`config.mk`:
```
export PLATFORM = sky130hd
export DESIGN_NAME = execute_muldiv_unit
export DESIGN_NICKNAME = d
export VERILOG_FILES = /design/src/rtl/execute_muldiv_unit_pkg.sv /design/src/rtl/execute_muldiv_unit.sv
export SDC_FILE = /design/constraint.sdc
export NUM_CORES = 2
export LEC_CHECK = 0
export CORE_UTILIZATION = 25
export CTS_CLUSTER_SIZE = 14
export DETAILED_ROUTE_END_ITERATION = 6
export GPL_TIMING_DRIVEN = 0
export HOLD_SLACK_MARGIN = 0.08
export MAX_ROUTING_LAYER = met4
export REMOVE_ABC_BUFFERS = 1
export SLEW_MARGIN = 20
export SYNTH_ARGS = -nofsm -noshare
export SYNTH_HDL_FRONTEND = slang
export SYNTH_SLANG_ARGS = --single-unit
```
`constraint.sdc`:
```
create_clock -name i_clk -period 14.6 [get_ports i_clk]
set_clock_uncertainty 0.05 [all_clocks]
set_input_delay 2.19 -clock i_clk [delete_from_list [all_inputs] [get_ports i_clk]]
set_output_delay 2.19 -clock i_clk [all_outputs]
set_load 0.1 [all_outputs]
```
`src/rtl/execute_muldiv_unit_pkg.sv`:
```
// Shared types and constants for the iterative RV64M multiply/divide unit.
// Op encodings follow func3; state and corner-case result constants live here.
package execute_muldiv_unit_pkg;

  localparam int MDU_DATA_WIDTH = 64;

  typedef enum logic [2:0] {
    OP_MUL    = 3'd0,
    OP_MULH   = 3'd1,
    OP_MULHSU = 3'd2,
    OP_MULHU  = 3'd3,
    OP_DIV    = 3'd4,
    OP_DIVU   = 3'd5,
    OP_REM    = 3'd6,
    OP_REMU   = 3'd7
  } mdu_op_t;

  typedef enum logic [1:0] {
    IDLE = 2'd0,
    MUL  = 2'd1,
    DIV  = 2'd2,
    DONE = 2'd3
  } mdu_state_t;

  // Divide-by-zero quotient, and the signed-overflow (MIN / -1) operands and results.
  localparam logic [MDU_DATA_WIDTH-1:0] DIVZ_QUOT  = {MDU_DATA_WIDTH{1'b1}};
  localparam logic [MDU_DATA_WIDTH-1:0] MINUS_ONE  = {MDU_DATA_WIDTH{1'b1}};
  localparam logic [MDU_DATA_WIDTH-1:0] OVF_QUOT   = {1'b1, {(MDU_DATA_WIDTH-1){1'b0}}};
  localparam logic [MDU_DATA_WIDTH-1:0] OVF_QUOT_W = {{(MDU_DATA_WIDTH/2+1){1'b1}},
                                                      {(MDU_DATA_WIDTH/2-1){1'b0}}};
  localparam logic [MDU_DATA_WIDTH-1:0] OVF_REM    = {MDU_DATA_WIDTH{1'b0}};

endpackage

```
`src/rtl/execute_muldiv_unit.sv`:
```
// Bit-serial RV64M multiply/divide unit: stalls execute while iterating,
// then pulses o_done with the result for the writeback mux.
module execute_muldiv_unit
  import execute_muldiv_unit_pkg::*;
#(
  parameter int DATA_WIDTH = MDU_DATA_WIDTH
) (
  input  logic                  i_clk,
  input  logic                  i_arst,
  input  logic                  i_start,
  input  logic                  i_flush,
  input  logic [2:0]            i_func3,
  input  logic                  i_word,
  input  logic [DATA_WIDTH-1:0] i_rs1_data,
  input  logic [DATA_WIDTH-1:0] i_rs2_data,
  output logic                  o_stall_exec,
  output logic                  o_done,
  output logic [DATA_WIDTH-1:0] o_result
);

  localparam int W  = DATA_WIDTH;
  localparam int HW = DATA_WIDTH / 2;
  localparam int CW = $clog2(DATA_WIDTH);

  function automatic logic [W-1:0] sext_half(input logic [HW-1:0] v);
    sext_half = {{HW{v[HW-1]}}, v};
  endfunction

  mdu_state_t     state_r;
  mdu_op_t        op_r;
  logic [CW-1:0]  count_r;
  logic           word_r;
  logic           neg_q_r;
  logic           neg_r_r;
  logic [W-1:0]   operand_r;
  logic [2*W-1:0] mul_acc_r;
  logic [W-1:0]   div_quot_r;
  logic [W-1:0]   div_rem_r;
  logic           done_r;
  logic [W-1:0]   result_r;

  logic           a_signed_s, b_signed_s, a_neg_s, b_neg_s;
  logic           is_div_s, div_zero_s, div_ovf_s, fast_s;
  logic [W-1:0]   a_ext_s, b_ext_s, a_mag_s, b_mag_s, fast_raw_s, fast_res_s;

  logic [W:0]     mul_sum_s, div_shift_s, div_diff_s;
  logic [2*W-1:0] mul_acc_nxt_s, mul_prod_s, mul_fix_s;
  logic [W-1:0]   mul_res_s;
  logic [W-1:0]   div_quot_nxt_s, div_rem_nxt_s, div_q_fix_s, div_r_fix_s, div_sel_s, div_res_s;

  // Operand prep: extension, magnitudes, result signs and the single-cycle corner cases.
  always_comb begin
    a_signed_s = 1'b0;
    b_signed_s = 1'b0;
    case (mdu_op_t'(i_func3))
      OP_MULH, OP_DIV, OP_REM: begin
        a_signed_s = 1'b1;
        b_signed_s = 1'b1;
      end
      OP_MULHSU: begin
        a_signed_s = 1'b1;
        b_signed_s = 1'b0;
      end
      default: begin
        a_signed_s = 1'b0;
        b_signed_s = 1'b0;
      end
    endcase

    if (i_word) begin
      a_ext_s = a_signed_s ? sext_half(i_rs1_data[HW-1:0]) : {{HW{1'b0}}, i_rs1_data[HW-1:0]};
      b_ext_s = b_signed_s ? sext_half(i_rs2_data[HW-1:0]) : {{HW{1'b0}}, i_rs2_data[HW-1:0]};
    end else begin
      a_ext_s = i_rs1_data;
      b_ext_s = i_rs2_data;
    end

    a_neg_s = a_signed_s & a_ext_s[W-1];
    b_neg_s = b_signed_s & b_ext_s[W-1];
    a_mag_s = a_neg_s ? -a_ext_s : a_ext_s;
    b_mag_s = b_neg_s ? -b_ext_s : b_ext_s;

    is_div_s   = i_func3[2];
    div_zero_s = is_div_s & (b_ext_s == {W{1'b0}});
    div_ovf_s  = is_div_s & ~i_func3[0] & (b_ext_s == MINUS_ONE) &
                 (a_ext_s == (i_word ? OVF_QUOT_W : OVF_QUOT));
    fast_s     = div_zero_s | div_ovf_s;

    // On overflow the dividend already equals the MIN quotient at the op's width.
    if (div_zero_s) begin
      fast_raw_s = i_func3[1] ? a_ext_s : DIVZ_QUOT;
    end else begin
      fast_raw_s = i_func3[1] ? OVF_REM : a_ext_s;
    end
    fast_res_s = i_word ? sext_half(fast_raw_s[HW-1:0]) : fast_raw_s;
  end

  // One shift-add multiply step and its final sign fix / half select.
  always_comb begin
    mul_sum_s     = {1'b0, mul_acc_r[2*W-1:W]} +
                    (mul_acc_r[0] ? {1'b0, operand_r} : {(W+1){1'b0}});
    mul_acc_nxt_s = {mul_sum_s, mul_acc_r[W-1:1]};
    // W-ops run half the iterations, leaving the product HW bits higher.
    mul_prod_s    = word_r ? (mul_acc_nxt_s >> HW) : mul_acc_nxt_s;
    mul_fix_s     = neg_q_r ? -mul_prod_s : mul_prod_s;
    if (word_r) begin
      mul_res_s = sext_half(mul_fix_s[HW-1:0]);
    end else if (op_r == OP_MUL) begin
      mul_res_s = mul_fix_s[W-1:0];
    end else begin
      mul_res_s = mul_fix_s[2*W-1:W];
    end
  end

  // One restoring-division step and its final sign fix / quotient-remainder select.
  always_comb begin
    div_shift_s = {div_rem_r, div_quot_r[W-1]};
    div_diff_s  = div_shift_s - {1'b0, operand_r};
    if (!div_diff_s[W]) begin
      div_rem_nxt_s  = div_diff_s[W-1:0];
      div_quot_nxt_s = {div_quot_r[W-2:0], 1'b1};
    end else begin
      div_rem_nxt_s  = div_shift_s[W-1:0];
      div_quot_nxt_s = {div_quot_r[W-2:0], 1'b0};
    end
    div_q_fix_s = neg_q_r ? -div_quot_nxt_s : div_quot_nxt_s;
    div_r_fix_s = neg_r_r ? -div_rem_nxt_s : div_rem_nxt_s;
    div_sel_s   = op_r[1] ? div_r_fix_s : div_q_fix_s;
    div_res_s   = word_r ? sext_half(div_sel_s[HW-1:0]) : div_sel_s;
  end

  // Control FSM with datapath registers; flush wins over everything but reset.
  always_ff @(posedge i_clk) begin
    if (i_arst) begin
      state_r    <= IDLE;
      op_r       <= OP_MUL;
      count_r    <= {CW{1'b0}};
      word_r     <= 1'b0;
      neg_q_r    <= 1'b0;
      neg_r_r    <= 1'b0;
      operand_r  <= {W{1'b0}};
      mul_acc_r  <= {(2*W){1'b0}};
      div_quot_r <= {W{1'b0}};
      div_rem_r  <= {W{1'b0}};
      done_r     <= 1'b0;
      result_r   <= {W{1'b0}};
    end else if (i_flush) begin
      state_r <= IDLE;
      done_r  <= 1'b0;
    end else begin
      done_r <= 1'b0;
      case (state_r)
        IDLE: begin
          if (i_start) begin
            op_r    <= mdu_op_t'(i_func3);
            word_r  <= i_word;
            neg_q_r <= a_neg_s ^ b_neg_s;
            neg_r_r <= a_neg_s;
            count_r <= i_word ? CW'(HW - 1) : CW'(W - 1);
            if (is_div_s) begin
              operand_r  <= b_mag_s;
              div_quot_r <= i_word ? (a_mag_s << HW) : a_mag_s;
              div_rem_r  <= {W{1'b0}};
            end else begin
              operand_r <= a_mag_s;
              mul_acc_r <= {{W{1'b0}}, b_mag_s};
            end
            if (fast_s) begin
              state_r  <= DONE;
              done_r   <= 1'b1;
              result_r <= fast_res_s;
            end else if (is_div_s) begin
              state_r <= DIV;
            end else begin
              state_r <= MUL;
            end
          end
        end
        MUL: begin
          mul_acc_r <= mul_acc_nxt_s;
          if (count_r == {CW{1'b0}}) begin
            state_r  <= DONE;
            done_r   <= 1'b1;
            result_r <= mul_res_s;
          end else begin
            count_r <= count_r - {{(CW-1){1'b0}}, 1'b1};
          end
        end
        DIV: begin
          div_quot_r <= div_quot_nxt_s;
          div_rem_r  <= div_rem_nxt_s;
          if (count_r == {CW{1'b0}}) begin
            state_r  <= DONE;
            done_r   <= 1'b1;
            result_r <= div_res_s;
          end else begin
            count_r <= count_r - {{(CW-1){1'b0}}, 1'b1};
          end
        end
        DONE: begin
          state_r <= IDLE;
        end
        default: begin
          state_r <= IDLE;
        end
      endcase
    end
  end

  assign o_stall_exec = ((state_r == IDLE) & i_start & ~i_flush) |
                        (state_r == MUL) | (state_r == DIV);
  assign o_done       = done_r;
  assign o_result     = result_r;

endmodule

```
==> run metrics <==
status=completed; Die ar.=~0.18 sq mm; Hold Path Class=reg -> reg; final antenna-violating net count=0; Cell Area, Synth=about 0.044 sq mm; CP peak stage delay=1.02 ns; clk_lat worst skew=~0.7 ns; Clk pwr share=a little over a third; Final Setup Violations=0; Final Power=4.029 mW; critical path startpoint category=input pin; initial antenna violation count=23; RSZ-0062 raised after global routing=no; CP Capture Type=flip-flop; Critical Path Start=i_func3[0]; final setup margin=~4.8 ns; hold_sp=o_result[0]; Slowest cell on crit path=clkdlybuf4s50_1; Peak VDD IR=around 96 uV; RR Startpoint=operand_r[24]; NetSw=roughly 1.7 mW; GP Congestion=about 1.0; post-layout min period=roughly 9.8 ns; worst path bufs/invs=6; Sw Share=41.66%; sequential fraction of the synthesis area=18.35%; P&R area growth vs syn=14.92%; FF+latch count, synth=399; Net count, final=6569; detailed-router iteration count before antenna repair=7; first-pass GRT wire length=~350000 um; Top delay family on crit path=simple AND/OR/NAND/NOR gates; CP Max Fanout=13; pwr/cell area=a little over 80 mW/mm^2; Slew HR=about an eighth; syn_area_per_cell=about 6.8 sq um; Crit Path Category=in -> reg; Worst Tran Pin Value=between 1 and 1.5 ns; postcts setup bufs=0; clock slew at reported path FFs=0.07 ns; Hold Buf Count CTS=0; Async SR Flop Fraction=0%; Commonest cells post-synth=nor2_1, nand2_1, a21oi_1, o21ai_0, clkbuf_1; initial DRC count=approximately 8100; combinational fraction of design power=a little over a third; top-count cell post-synth=nor2_1; Post-Synthesis Cells=approximately 6400; post-synth top area share=18.35%; Setup WS pre-CTS=approximately 4.6 ns; Wirelength per Cell=between 20 and 30 um; crit path cell chain=clkdlybuf4s50_1 -> mux2i_1 -> nor2_2 -> buf_8 -> nor4_1 -> nand3_1 -> nor3_4 -> buf_16 -> a21oi_1 -> o31a_1 -> nor3_2 -> buf_4 -> buf_6 -> buf_4 -> o21a_1 -> nand2_1 -> o21ai_0 -> a211oi_1 -> or3_1; critical path required time=roughly 15 ns; Main synth FF type=dfxtp_1; crit path DAT=approximately 10 ns; GRT Resource Usage Total=between 20% and 30%; largest net degree at the start of global routing=107; Slew Limit Fails=0; I/O pin cnt=202; fmax=~100 MHz; CTS HTree Levels=2; Internal Power=2.351 mW; Hold Slack=roughly 0.41 ns; CTS tree=yes; Max Cap Viol=0; Synth warnings=0; Synth area leaders=dfxtp_1, nor2_1, a21oi_1; Buffers on Ports=roughly 200; grt total ovfl=0; initial core utilization=about a quarter; CTS sink count=about 400; layout cell share with drive strength beyond 1=roughly 5.5%; Clock Root Buffer=clkbuf_16; detailed placer's ending HPWL=approximately 200000 um; wirelength, routed=252000 um; Chip Width=419.2 um; Die Y=between 400 and 500 um; final worst path period share=between 60% and 70%; Static Leak=between 15 and 20 nW; sum of negative setup slack=0 ns; via count=roughly 53000; Vias/cell=6.131; Seq pwr share=30.3%; row cnt=between 150 and 200; Residual DRC=0; Yosys top cell by area=dfxtp_1; final core occ=29.03%; Netlist cell types=approximately 120; number of synthesized flops with an enable pin=0; CTS Buffer Depth=3; number of global-route vias before repair=roughly 47000; Final Hold Vio Count=0; FILL cells=between 15000 and 20000; Post-CTS Resized=0; Num CTS Buffers=53; most used cell, CP=buf_4; core area=about 0.17 sq mm
registers in the layout (all words and copies together) (netlist names):
register	flops
operand_r	64
o_done	1
neg_q_r	1
div_rem_r	64
div_quot_r	64
word_r	1
neg_r_r	1
op_r	3
o_result	64
count_r	6
mul_acc_r	128
state_r	2
final timing paths:
path	endpoint	slack (ns)	depth (start not counted)
hold / removal	o_result[0]	0.41	2
setup / recovery	o_result[52]	4.78	19
hold reg to reg	o_result[0]	0.41	2
setup reg to reg	o_result[42]	4.98	24
logic make-up (layout without fill, tap and decap cells):
kind of cell	after synthesis	after routing	synth area share, %
and+or+nand+nor	2661	2661	29.01
DFF	399	399	18.35
buffers and inverters	622	509	5.615
other	0	22	0
AOI/OAI and AO/OA	2129	2129	32.54
muxes	113	113	2.680
adders and majority gates	174	174	4.859
xor gates and xnor gates	344	344	6.941
layout by cell type, fill, tap and decap left out, types with 138 or more instances in the layout:
cell,synthesis,layout
nor2_1,886,877
nand2_1,713,711
a21oi_1,549,546
o21ai_0,428,428
dfxtp_1,399,394
nor3_1,251,247
clkdlybuf4s50_1,0,197
xnor2_1,190,186
xor2_1,153,153
ha_1,141,138
cell type report:
type / instances / area, sq um / area share, %
antenna: 22 / 55.05 / 0.1101
clock buffer: 82 / 1585 / 3.170
clock inverter: 12 / 183.9 / 0.3678
inverter: 138 / 536.8 / 1.073
multi-input combinational: 5421 / 33410 / 66.80
sequential: 399 / 8004 / 16.00
tap: 2310 / 2890 / 5.779
timing repair buffer: 277 / 3347 / 6.692
per-layer routing:
| metal | global-route usage [%] | vias to the layer above | part of all wire (%) |
|---|---|---|---|
| met1 | 35.87 | 25580 | 40 |
| met2 | 39.11 | 3255 | 41 |
| met5 | - | - | 0 |
| met3 | 5.646 | 566 | 10 |
| li1 | - | 23700 | - |
| met4 | 20.49 | 0 | 8.6 |
power groups by stage:
stage	combinational, mW	clock [mW]	sequential (mW)
after floorplan	0.758	0	1.23
after global placement	1.29	0	1.26
after detailed placement	1.34	0	1.24
after CTS	1.34	1.41	1.22
after global routing	1.47	1.45	1.22
final	1.40	1.41	1.22
worst register-to-register path, cell delays in order (launching register included):
cell,delay (ns)
dfxtp_1,0.64
inv_1,0.10
ha_1,0.55
nand4_1,0.34
nor3_1,0.48
o2111ai_1,0.63
a21oi_1,0.50
o2111ai_1,0.17
o211a_4,0.38
inv_6,0.26
buf_16,0.31
a21boi_0,0.43
inv_1,0.14
ha_1,0.25
nand3_1,0.12
or3_1,0.37
or3_1,0.47
or4_1,0.53
or4_1,0.52
a21boi_0,0.58
nand3_1,0.32
mux2i_1,0.19
a211o_1,0.34
a221oi_1,0.64
o32ai_1,0.14
per-stage QoR:
step / instance area [sq um] / instances
after global routing: 49990 / 8654
final: 50010 / 8661
after floorplan: 41590 / 5958
after global placement: 46490 / 8469
after detailed placement: 48170 / 8544
after CTS: 49940 / 8638
Power figures use the tool's default switching activity.
